`src/rtl/ffa2_postproc.sv`:
```
// Output combiner for the 2-parallel fast FIR: rebuilds the even/odd
// output pair from the three sub-filter results, then rounds, saturates and packs them.
module ffa2_postproc #(
  parameter int DWIDTH  = 16,
  parameter int DDWIDTH = 2*DWIDTH,
  parameter int AWIDTH  = 40,
  parameter int FRAC    = 15
) (
  input  logic               clk,
  input  logic               rst,
  input  logic               in_valid,
  input  logic [0:AWIDTH-1]  y0_in,
  input  logic [0:AWIDTH-1]  y01_in,
  input  logic [0:AWIDTH-1]  y1_in,
  input  logic               clr_ovf,
  output logic [0:DDWIDTH-1] data_out,
  output logic               out_valid,
  output logic               ovf_sticky
);

  localparam int W = AWIDTH + 2;

  localparam logic signed [W-1:0] RND =
    {{(W-1){1'b0}}, 1'b1} << (FRAC-1);

  localparam logic [DWIDTH-1:0] SMAX =
    {1'b0, {(DWIDTH-1){1'b1}}};
  localparam logic [DWIDTH-1:0] SMIN =
    {1'b1, {(DWIDTH-1){1'b0}}};

  logic [0:AWIDTH-1]  y1_d;
  logic signed [W-1:0] e0, e1, e01, e1d;
  logic signed [W-1:0] se_n, so_n;
  logic signed [W-1:0] se, so;
  logic                v1;
  logic signed [W-1:0] re, ro;
  logic                sat_e, sat_o;
  logic [DWIDTH-1:0]   qe, qo;

  // Stage 1 operands: sign-extend, then even/odd combinations
  always_comb begin
    e0   = W'($signed(y0_in));
    e1   = W'($signed(y1_in));
    e01  = W'($signed(y01_in));
    e1d  = W'($signed(y1_d));
    se_n = e0 + e1d;
    so_n = e01 - e0 - e1;
  end

  // Stage 1 registers and the sample-based y1 delay
  always_ff @(posedge clk) begin
    if (rst) begin
      y1_d <= '0;
      se   <= '0;
      so   <= '0;
      v1   <= 1'b0;
    end else begin
      v1 <= in_valid;
      if (in_valid) begin
        y1_d <= y1_in;
        se   <= se_n;
        so   <= so_n;
      end
    end
  end

  // Stage 2 combinational: round half up, then clamp to DWIDTH
  always_comb begin
    re    = (se + RND) >>> FRAC;
    ro    = (so + RND) >>> FRAC;
    sat_e = !((&re[W-1:DWIDTH-1]) || !(|re[W-1:DWIDTH-1]));
    sat_o = !((&ro[W-1:DWIDTH-1]) || !(|ro[W-1:DWIDTH-1]));
    qe    = re[DWIDTH-1:0];
    qo    = ro[DWIDTH-1:0];
    if (sat_e) qe = re[W-1] ? SMIN : SMAX;
    if (sat_o) qo = ro[W-1] ? SMIN : SMAX;
  end

  // Stage 2 registers: packed output, valid strobe, sticky overflow
  always_ff @(posedge clk) begin
    if (rst) begin
      data_out   <= '0;
      out_valid  <= 1'b0;
      ovf_sticky <= 1'b0;
    end else begin
      out_valid <= v1;
      if (v1) data_out <= {qe, qo};
      if (v1 && (sat_e || sat_o)) ovf_sticky <= 1'b1;
      else if (clr_ovf)           ovf_sticky <= 1'b0;
    end
  end

endmodule

```
`config.mk`:
```
export PLATFORM = sky130hd
export DESIGN_NAME = ffa2_postproc
export DESIGN_NICKNAME = d
export VERILOG_FILES = /design/src/rtl/ffa2_postproc.sv
export SDC_FILE = /design/constraint.sdc
export NUM_CORES = 1
export LEC_CHECK = 0
export ABC_AREA = 1
export CELL_PAD_IN_SITES_DETAIL_PLACEMENT = 1
export CELL_PAD_IN_SITES_GLOBAL_PLACEMENT = 1
export CORE_UTILIZATION = 36
export CTS_CLUSTER_SIZE = 10
export DETAILED_ROUTE_END_ITERATION = 6
export PLACE_DENSITY_LB_ADDON = 0.1
export SYNTH_ARGS = -nofsm -noshare
export SYNTH_HDL_FRONTEND = slang
export SYNTH_SLANG_ARGS = --single-unit
```
`constraint.sdc`:
```
create_clock -name clk -period 2.3 [get_ports clk]
set_input_delay 0.46 -clock clk [delete_from_list [all_inputs] [get_ports clk]]
set_output_delay 0.46 -clock clk [all_outputs]
set_load 0.05 [all_outputs]
```
==> results.toml, run 1 <==
[detailed_routing]
drt_drc_violations_left = 12
wire_per_inst_um = 32.0
via_per_inst = 6.41
drt.antenna.violating_nets = 0
via_count = 19700
first_pass_iters = 7
wirelength_mm = 98.4
drt_iter0_drc = 2455

[cells_and_area]
utilization = 0.639
num-nets-final = 2854
synthToLayoutAreaGrowth_pct = 73.6
drive_gt1_frac = 0.471

[placement]
gp_congestion = 0.963
dp_hpwl_mm = 47.1
quantity_of_i_o_buffers_inserted_on_ports = 157

[synthesis]
post_synthesis_adder_cell_area_fraction = 0.145
synth_flop_cell = "dfxtp_1"
syn_avg_cell_area_sq_um = 6.23
synth_enable_flop_cells = 0
synthMuxAreaShare = 0
synth-simple-area-share = 0.317
post_synth_main_area_contributors = "dfxtp_1 21%, nand2_1 13%, inv_1 8.6%"
synth-xor-area-share = 0.0275
yosys_register_bits = 130
synth_top_family_by_area = "simple AND/OR/NAND/NOR gates"
synth.yosys.seq_area_share = 0.209
synth_cells = 1996
async_flop_share = 0
syn_area_sq_um = 12400
post-synth-top-area-cell = "dfxtp_1"
synthesis.yosys.warnings = 0
synth.net_count = 2241
synth_cell_type_count = 42
synthMostInstantiatedCell = "nand2_1"
synth-compound-area-share = 0.198
synthTopCellsByCount = "433 x nand2_1, 284 x inv_1, 281 x nor2_1"
synth_largest_type_area_fraction = 0.209

[setup_path]
setup.worst_path.start_class = "input port"
r2r-end = "data_out[28]"
path_class = "input port to flop"
critPathCaptureType = "flop"
rrSetupSlack_ns = -0.59
reg2reg_from = "so[34]"
arrival_ns = 3.58
r2r.worst_path.cells = 13
path_max_fanout = 3
worstPathRequired_ns = 2.63

[global_routing]
antenna_found_initial = 5
gr-total-overflow = 0
global_route.usage.total = 0.372
grt_first_pass_wirelength_mm = 101
grt_start_max_net_pins = 42
grt_pass1_vias = 17900

[sta]
highest_clock_rate_mhz = 308
max_slew_margin = 0.552
timing.final.crit_period_ns = 3.25
hold_violations = 0
final_max_slew_viol_count = 0
report.final.setup_viol = 84
layout_worst_path_cycle_share = 1.41
rsz0062_at_grt = "true"
clock_skew_ns = 0.0198
post-route-worst-setup-slack_ns = -0.949
setup_tns_ns = -29.68
tightest_slew_ns = 0.672

[clock_tree]
hold_buffers = 0
clock-root-buffer = "clkbuf_16"
latest_clock_arrival_within_the_worst_skew_pair_ns = 0.48
ctsLongestPathBuffers = 2
cts-buffers-inserted = 17
cts.reportedPaths.clkPinSlew_ns = 0.08
clock_sinks = 130
clock_tree.htree_level_count = 4
tritoncts = "yes"

[run_status]
violations = "design-rule violations, negative setup slack"
run_status = "finished, violations left"

[job]
max-cap-violations = 0

[pwr]
power.density_nw_per_um2 = 669
cell_internal_pwr_w = 0.00740
combPwrFrac = 0.614
switching_share = 0.488
total_power_w = 0.0145
static-leakage-power_nw = 9.66
net-switching-power_w = 0.00706
seq_power_share = 0.191
peakVddDrop_uv = 693
clockPowerShare = 0.195

[die]
initial_utilization = 0.368
die_height_um = 188
die_area_sq_um = 35300
die_x_um = 188
rows = 67
core_region_area_sq_um = 33800
io-pin-count = 158

[hold_path]
hold_path_depth = 3
hold_start = "y1_in[26]"
end_of_the_worst_hold_path = "y1_d[26]"
worst_hold_path_type = "input port to flop"
## worst max-delay path: stages
cell      delay (ns)
buf_4           0.11
inv_2           0.04
fa_1            0.62
ha_4            0.26
nand2_4         0.10
buf_4           0.16
a21oi_4         0.09
o21ai_2         0.57
nand3b_1        0.40
xor2_1          0.32
o21ai_1         0.10
inv_1           0.34
## power groups by stage
stage / sequential, W / clock (W) / combinational (W)
global route: 0.00276 / 0.00286 / 0.00899
finish: 0.00276 / 0.00282 / 0.00888
detailed placement: 0.00272 / 0 / 0.00513
CTS: 0.00268 / 0.00272 / 0.00635
global placement: 0.00271 / 0 / 0.00502
floorplan: 0.00279 / 0 / 0.00247
## sequential cells by signal, indices dropped and copies added (netlist names)
name	cells
out_valid	1
v1	1
y1_d	40
so	28
se	27
data_out	32
ovf_sticky	1
## area by class of cell
cell class                      count  area (sq um)
Fill cell                        4177         12200
Multi-Input combinational cell   1538         11600
Timing Repair Buffer              635          5150
Sequential cell                   130          2660
Inverter                          287          1120
Tap cell                          448           561
Clock buffer                       19           443
Clock inverter                     13           103
Antenna cell                        4          10.0
## layer usage
layer  vias to the layer above  routed length [um]  global-route usage
met5                         -                 169                   0
li1                       7732                   -                   -
met4                        10               11600               0.168
met3                       881               12100              0.0470
met1                      9342               32700               0.438
met2                      1742               41700               0.669
## kinds of logic (layout without fill, tap and decap cells)
| family | after synthesis | after routing |
|---|---|---|
| AND/OR/NAND/NOR | 930 | 931 |
| AO/OA/AOI/OAI | 447 | 447 |
| buffers and inverters | 329 | 954 |
| flip-flops | 130 | 130 |
| adder cells (fa/ha/maj) | 121 | 121 |
| XOR/XNOR | 39 | 39 |
| other | 0 | 4 |
## cells in the final DEF, fill, tap and decap left out, drive strengths merged, types with 5 or more instances in the layout
master,instances
o21ai,177
nor2,304
nand3b,6
clkbuf,58
nand4,20
a21boi,8
nor3,19
fa,39
dfxtp,130
a31oi,12
nand2,444
clkdlybuf4s15,8
xor2,32
inv,289
o21a,9
clkinv,6
nand3,130
clkdlybuf4s50,37
a21o,16
ha,82
o21bai,8
dlygate4sd2,17
o211ai,6
xnor2,7
a21oi,206
clkinvlp,5
buf,532
## stage by stage
stage / cell area (sq um) / instances / setup WS, ns / hold slack [ns]
after floorplan: 12800 / 1996 / -0.0755 / 0.467
after global placement: 17500 / 2914 / -1.08 / 0.455
after detailed placement: 17500 / 2914 / -1.12 / 0.468
after CTS: 19800 / 3006 / -0.0336 / 0.245
after global routing: 21600 / 3072 / -0.896 / 0.247
final: 21600 / 3074 / -0.949 / 0.221
## repair_timing
action | in CTS | in global routing
setup buffers | 61 | 65
pin swaps | 244 | 231
endpoints found under the hold margin | 0 | 0
gates cloned | 1 | 2
gates resized for setup | 720 | 467
setup endpoints to repair | 71 | 86
## how the worst max path moves through the flow
stage	start	end	slack, ns	cells after the start
after global placement	y0_in[20]	so[29]	-1.08	15
after floorplan	y01_in[27]	so[31]	-0.08	13
final	y0_in[23]	so[22]	-0.95	12
after global routing	y0_in[23]	so[22]	-0.90	12
after detailed placement	y0_in[21]	so[29]	-1.12	15
after CTS	y01_in[22]	so[29]	-0.03	14
(Power assumes the default switching activity.)
==> run 2: changes to the inputs <==
- CAP_MARGIN: default -> 20
==> results of run 2 <==
Same layout as run 1: the final DEF is identical, and so are final timing and power.
